### src/rtl/wash_run_if.sv
// Pre-stage handshake and status/display bundle for the wash_run consumer.
// The producer side drives the inputs and the run block drives the status and display outputs.
interface wash_run_if;
  logic       isOn;
  logic [9:0] bal;
  logic [1:0] mode;
  logic       bt;
  logic       ri_bt;
  logic [9:0] new_bal;
  logic [9:0] remain;
  logic       busy;
  logic       paused;
  logic       done;
  logic       err;
  logic [3:0] d3;
  logic [3:0] d2;
  logic [3:0] d1;
  logic [3:0] d0;

  modport master (
    output isOn, bal, mode, bt, ri_bt,
    input  new_bal, remain, busy, paused, done, err, d3, d2, d1, d0
  );

  modport slave (
    input  isOn, bal, mode, bt, ri_bt,
    output new_bal, remain, busy, paused, done, err, d3, d2, d1, d0
  );
endinterface

### src/rtl/wash_run.sv
// Wash cycle runner: latches balance/mode on confirm, charges the mode price, counts the
// wash time down in 1 s ticks with pause/resume, and drives a 4-digit BCD status display.
module wash_run #(
  parameter int TICK_CYC = 100000000,
  parameter int COST0    = 10,
  parameter int COST1    = 20,
  parameter int COST2    = 30,
  parameter int COST3    = 50,
  parameter int TIME0    = 30,
  parameter int TIME1    = 45,
  parameter int TIME2    = 60,
  parameter int TIME3    = 90
) (
  input logic      clk,
  input logic      rst,
  wash_run_if.slave io
);

  localparam int TW = (TICK_CYC > 1) ? $clog2(TICK_CYC) : 1;
  localparam logic [TW-1:0] TICK_LAST = TW'(TICK_CYC - 1);

  typedef enum logic [2:0] {IDLE, CHECK, RUN, PAUSE, DONE, ERR} state_e;

  state_e        state_q, state_d;
  logic [9:0]    bal_l_q, bal_l_d;
  logic [1:0]    mode_l_q, mode_l_d;
  logic [9:0]    new_bal_q, new_bal_d;
  logic [9:0]    remain_q, remain_d;
  logic [TW-1:0] tick_q, tick_d;

  logic bt_s1_q, bt_s2_q, bt_prev_q;
  logic ri_s1_q, ri_s2_q, ri_prev_q;
  logic bt_pulse, ri_pulse;

  logic [9:0] cost, wash_time;
  logic [9:0] disp_val, disp_sat;
  logic [3:0] disp_status;

  assign bt_pulse = bt_s2_q & ~bt_prev_q;
  assign ri_pulse = ri_s2_q & ~ri_prev_q;

  always_comb begin
    unique case (mode_l_q)
      2'd0:    begin cost = 10'(COST0); wash_time = 10'(TIME0); end
      2'd1:    begin cost = 10'(COST1); wash_time = 10'(TIME1); end
      2'd2:    begin cost = 10'(COST2); wash_time = 10'(TIME2); end
      default: begin cost = 10'(COST3); wash_time = 10'(TIME3); end
    endcase
  end

  // NOTE: state and synchronizer flops use <= so every flop samples pre-edge values.
  always_ff @(posedge clk) begin
    if (rst) begin
      state_q   <= IDLE;
      bal_l_q   <= '0;
      mode_l_q  <= '0;
      new_bal_q <= '0;
      remain_q  <= '0;
      tick_q    <= '0;
      bt_s1_q   <= 1'b0;
      bt_s2_q   <= 1'b0;
      bt_prev_q <= 1'b0;
      ri_s1_q   <= 1'b0;
      ri_s2_q   <= 1'b0;
      ri_prev_q <= 1'b0;
    end else begin
      state_q   <= state_d;
      bal_l_q   <= bal_l_d;
      mode_l_q  <= mode_l_d;
      new_bal_q <= new_bal_d;
      remain_q  <= remain_d;
      tick_q    <= tick_d;
      bt_s1_q   <= io.bt;
      bt_s2_q   <= bt_s1_q;
      bt_prev_q <= bt_s2_q;
      ri_s1_q   <= io.ri_bt;
      ri_s2_q   <= ri_s1_q;
      ri_prev_q <= ri_s2_q;
    end
  end

  // NOTE: every variable gets a hold default first so no path infers a latch.
  always_comb begin
    state_d   = state_q;
    bal_l_d   = bal_l_q;
    mode_l_d  = mode_l_q;
    new_bal_d = new_bal_q;
    remain_d  = remain_q;
    tick_d    = tick_q;
    unique case (state_q)
      IDLE: begin
        if (bt_pulse && io.isOn) begin
          bal_l_d  = io.bal;
          mode_l_d = io.mode;
          state_d  = CHECK;
        end
      end
      CHECK: begin
        if (bal_l_q >= cost) begin
          new_bal_d = bal_l_q - cost;
          remain_d  = wash_time;
          tick_d    = '0;
          state_d   = RUN;
        end else begin
          new_bal_d = bal_l_q;
          state_d   = ERR;
        end
      end
      RUN: begin
        // The final tick wins over a coincident pause request.
        if (tick_q == TICK_LAST) begin
          tick_d = '0;
          if (remain_q != 10'd0) remain_d = remain_q - 10'd1;
        end else begin
          tick_d = tick_q + 1'b1;
        end
        if (tick_q == TICK_LAST && remain_q <= 10'd1) state_d = DONE;
        else if (ri_pulse)                             state_d = PAUSE;
      end
      PAUSE: begin
        if (ri_pulse) state_d = RUN;
      end
      DONE: begin
        remain_d = '0;
        if (bt_pulse) state_d = IDLE;
      end
      ERR: begin
        if (bt_pulse) state_d = IDLE;
      end
      default: state_d = IDLE;
    endcase
  end

  always_comb begin
    disp_val    = io.bal;
    disp_status = 4'd15;
    unique case (state_q)
      IDLE:  begin disp_val = io.bal;    disp_status = 4'd15;         end
      CHECK: begin disp_val = bal_l_q;   disp_status = 4'd15;         end
      RUN:   begin disp_val = remain_q;  disp_status = 4'(mode_l_q);  end
      PAUSE: begin disp_val = remain_q;  disp_status = 4'd12;         end
      DONE:  begin disp_val = remain_q;  disp_status = 4'(mode_l_q);  end
      ERR:   begin disp_val = new_bal_q; disp_status = 4'd11;         end
      default: begin disp_val = io.bal;  disp_status = 4'd15;         end
    endcase
    disp_sat = (disp_val > 10'd999) ? 10'd999 : disp_val;
  end

  assign io.d3      = 4'(disp_sat / 10'd100);
  assign io.d2      = 4'((disp_sat / 10'd10) % 10'd10);
  assign io.d1      = 4'(disp_sat % 10'd10);
  assign io.d0      = disp_status;
  assign io.new_bal = new_bal_q;
  assign io.remain  = remain_q;
  assign io.busy    = (state_q == RUN) || (state_q == PAUSE);
  assign io.paused  = (state_q == PAUSE);
  assign io.done    = (state_q == DONE);
  assign io.err     = (state_q == ERR);

endmodule

### src/flat_wrapper.sv
// flat-port wrapper written by rule: the top's interface ports become plain ports
module wash_run_flat 
#(
  parameter int TICK_CYC = 100000000,
  parameter int COST0    = 10,
  parameter int COST1    = 20,
  parameter int COST2    = 30,
  parameter int COST3    = 50,
  parameter int TIME0    = 30,
  parameter int TIME1    = 45,
  parameter int TIME2    = 60,
  parameter int TIME3    = 90
)
  (clk, rst, io_isOn, io_bal, io_mode, io_bt, io_ri_bt, io_new_bal, io_remain, io_busy, io_paused, io_done, io_err, io_d3, io_d2, io_d1, io_d0);
  wash_run_if io_i ();
  input logic clk;
  input logic rst;
  input wire logic [$bits(io_i.isOn)-1:0] io_isOn;
  input wire logic [$bits(io_i.bal)-1:0] io_bal;
  input wire logic [$bits(io_i.mode)-1:0] io_mode;
  input wire logic [$bits(io_i.bt)-1:0] io_bt;
  input wire logic [$bits(io_i.ri_bt)-1:0] io_ri_bt;
  output wire logic [$bits(io_i.new_bal)-1:0] io_new_bal;
  output wire logic [$bits(io_i.remain)-1:0] io_remain;
  output wire logic [$bits(io_i.busy)-1:0] io_busy;
  output wire logic [$bits(io_i.paused)-1:0] io_paused;
  output wire logic [$bits(io_i.done)-1:0] io_done;
  output wire logic [$bits(io_i.err)-1:0] io_err;
  output wire logic [$bits(io_i.d3)-1:0] io_d3;
  output wire logic [$bits(io_i.d2)-1:0] io_d2;
  output wire logic [$bits(io_i.d1)-1:0] io_d1;
  output wire logic [$bits(io_i.d0)-1:0] io_d0;
  assign io_i.isOn = io_isOn;
  assign io_i.bal = io_bal;
  assign io_i.mode = io_mode;
  assign io_i.bt = io_bt;
  assign io_i.ri_bt = io_ri_bt;
  assign io_new_bal = io_i.new_bal;
  assign io_remain = io_i.remain;
  assign io_busy = io_i.busy;
  assign io_paused = io_i.paused;
  assign io_done = io_i.done;
  assign io_err = io_i.err;
  assign io_d3 = io_i.d3;
  assign io_d2 = io_i.d2;
  assign io_d1 = io_i.d1;
  assign io_d0 = io_i.d0;
  wash_run #(.TICK_CYC(TICK_CYC), .COST0(COST0), .COST1(COST1), .COST2(COST2), .COST3(COST3), .TIME0(TIME0), .TIME1(TIME1), .TIME2(TIME2), .TIME3(TIME3)) u_core (.clk(clk), .rst(rst), .io(io_i));
endmodule
### config.mk
export PLATFORM = sky130hd
export DESIGN_NAME = wash_run_flat
export DESIGN_NICKNAME = d
export VERILOG_FILES = /design/src/rtl/wash_run_if.sv /design/src/rtl/wash_run.sv /design/src/flat_wrapper.sv
export SDC_FILE = /design/constraint.sdc
export NUM_CORES = 1
export LEC_CHECK = 0
export ABC_AREA = 1
export CAP_MARGIN = 20
export CORE_MARGIN = 1
export CORE_UTILIZATION = 30
export CTS_CLUSTER_DIAMETER = 150
export DETAILED_ROUTE_END_ITERATION = 6
export PLACE_DENSITY = 0.54
export SYNTH_ARGS = -nofsm -noshare
export SYNTH_HDL_FRONTEND = slang
export SYNTH_SLANG_ARGS = --single-unit
### constraint.sdc
create_clock -name clk -period 9.6 [get_ports clk]
set_input_delay 1.92 -clock clk [delete_from_list [all_inputs] [get_ports clk]]
set_output_delay 1.92 -clock clk [all_outputs]
set_load 0.005 [all_outputs]
==> summary.md <==
| Metric | Value |
|---|---|
| Mapped Area | `5870 µm²` |
| Grt total ovfl | `0` |
| Synth Warn # | `0` |
| Vias/cell | `4.76` |
| Crit path kind | `in2out` |
| Post-layout min period | `9.43 ns` |
| Die Ht | `142 µm` |
| Critical Path RT | `7.68 ns` |
| DR DRC count | `0` |
| Largest net degree at the start of global routing | `27` |
| Num CTS Buffers | `9` |
| Core ar. | `19000 µm²` |
| Placer Congestion | `0.876` |
| Seq cells post-synth | `68` |
| CP endpoint | `io_d2[3]` |
| WL/cell | `12.7 µm` |
| Worst hold start | `u_core.bt_s1_q` |
| Htree depth | `3` |
| Register area share after synthesis | `23.2%` |
| Slew @ Worst Pin | `0.822 ns` |
| Worst hold margin | `0.401 ns` |
| Fin crit share | `98.2%` |
| FFs w/ async S/R, synth | `0%` |
| Root Buffer | `clkbuf_16` |
| First-pass DRT Iterations | `5` |
| Worst-Skew Late Latency | `0.34 ns` |
| Placed inst area | `7410 µm²` |
| Die area | `20100 µm²` |
| CTS tree | `done` |
| Max transition margin | `44.8%` |
| Syn Inst Count | `912` |
| Critical Path End Type | `primary output` |
| CTS Sinks | `68` |
| Via count | `6485` |
| DPL Wire Length | `13100 µm` |
| Io pins | `57` |
| Vias in the first global route | `5821` |
| # setup viols final | `0` |
| Post-synth EDFFs | `0` |
| Main synth FF type | `dfxtp_1` |
| Setup TNS | `0 ns` |
| Gr usage total | `17.0%` |
| Worst-path clk slew | `0.05 ns` |
| Critical Path Start | `io_bal[5]` |
| Die extent in x | `142 µm` |
| Commonest non-fill, non-tap cell in the layout | `nand2_1` |
| Status | `finished, final reports clean` |
| Worst setup margin | `0.170 ns` |
| Detailed Route Iter0 Violations | `291` |
| Reg2reg end | `u_core.tick_q[14]` |
| Max Clk Rate | `0.106 GHz` |
| Yosys cell types | `55` |
| # diodes | `0` |
| Worst path most repeated cell | `nand2_1` |
| RSZ-0062 raised after global routing | `yes` |
| Setup Skew | `0.00819 ns` |
| Critical Path Fanout Max | `6` |
| Worst r2r path cells | `16` |
| CTS Buffer Depth | `2` |
| Post-Route WL | `17300 µm` |
| Crit path buf inv count | `14` |
| CP max-delay cell | `o211ai_1` |
| Final hold vios | `0` |
| Reg2reg start | `u_core.mode_l_q[0]` |
| Layout area overhead | `42.2%` |
| Row count | `50` |
| Initial Util | `31.0%` |
| Max-slew violation count | `0` |
| Final instance area | `8340 µm²` |
| First-pass GRT wire length | `27800 µm` |
| CP Data Arrival Time | `7.51 ns` |
| Port Buffers | `56` |
| Hold Crit Class | `reg2reg` |
| Syn avg cell area | `6.43 µm²` |
| Worst path depth | `54` |
| Slowest stage delay, CP | `0.32 ns` |
| Most frequent cells in the layout | `nand2_1 (172), inv_1 (125), buf_4 (122), nor2_1 (80), dfxtp_1 (68)` |
| Pre-CTS setup slack | `-0.672 ns` |
| Share of cells above drive strength 1 | `27.7%` |
| Mapped Nets | `954` |
| R2R Setup Slk | `5.53 ns` |
| Crit path max-delay family | `simple AND/OR/NAND/NOR gates` |
| Antenna violations before repair | `0` |
| Nets | `1139` |
| Hold depth | `2` |
| MaxCap Viol Count | `0` |
| Worst setup SP type | `primary input` |
| Final ANT Viol Nets | `0` |
[how the worst min path moves through the flow]
stage | end
floorplan | u_core.bt_s2_q
global placement | u_core.ri_s2_q
detailed placement | u_core.bt_s2_q
CTS | u_core.bt_s2_q
global route | u_core.ri_s2_q
finish | u_core.bt_s2_q
[metal layers]
| metal | global-route usage, % | share of wire (%) | vias to the layer above |
|---|---|---|---|
| met5 | 0 | 0 | - |
| met4 | 5.77 | 1.7 | 0 |
| met3 | 1.96 | 3.2 | 20 |
| met2 | 28.2 | 47 | 120 |
| met1 | 22.9 | 48 | 2963 |
| li1 | - | - | 3382 |
[worst min-delay path, delay by kind of cell (launching register included)]
kind / cells / cell delay [ns]
flip-flops: 1 / 0.29
buffers and inverters: 1 / 0.04
AND/OR/NAND/NOR: 1 / 0.03
[flip-flops by register name, summed over array words and instances, names as in the netlist]
name / count
u_core.ri_s2_q: 1
u_core.bt_s1_q: 1
u_core.bal_l_q: 10
u_core.ri_prev_q: 1
u_core.state_q: 3
u_core.bt_s2_q: 1
u_core.io.new_bal: 10
u_core.mode_l_q: 2
u_core.ri_s1_q: 1
u_core.tick_q: 27
u_core.bt_prev_q: 1
u_core.io.remain: 10
[repair_timing]
action                                 in CTS  in global routing
setup endpoints to repair                   3                  3
resized for setup                          23                 90
hold buffers                                0                  0
buffers inserted                           19                 19
endpoints found under the hold margin       0                  0
pin swaps                                  31                 73
[cell families (layout without fill, tap and decap cells)]
kind of cell | Yosys count | count (layout) | share of synthesized area, %
compound gates | 169 | 169 | 17.4
xor+xnor | 21 | 21 | 3.13
fa+ha+maj | 25 | 25 | 5.46
buf+inv | 164 | 354 | 10.7
flops | 68 | 68 | 23.2
mux | 1 | 1 | 0.171
simple gates | 464 | 464 | 40.0
[cell type report]
cell class	instances	area [µm²]
Sequential cell	68	1360
Timing Repair Buffer	185	1540
Clock inverter	6	63.8
Tap cell	260	325
Inverter	153	592
Fill cell	2003	10600
Multi-Input combinational cell	680	4220
Clock buffer	10	239
[synthesized netlist by cell type, types with 16 or more instances]
library cell	number	area (µm²)
ha_1	24	300
nand2_1	193	724
nand2_2	27	169
o21ai_0	59	295
nor2_1	87	327
inv_1	131	492
nand4_1	24	150
xor2_1	16	140
nand3_1	49	245
inv_2	20	75.1
dfxtp_1	68	1360
nor3_1	22	110
a21oi_1	51	255
[through the flow]
step	std cells	util, %
global route	1362	44.0
detailed placement	1310	39.1
floorplan	912	-
global placement	1310	39.1
finish	1362	44.0
CTS	1345	41.7
Power is left out: the tool's default activity adds up to more than one toggle a clock period on the data nets, which glitch-free logic cannot reach.
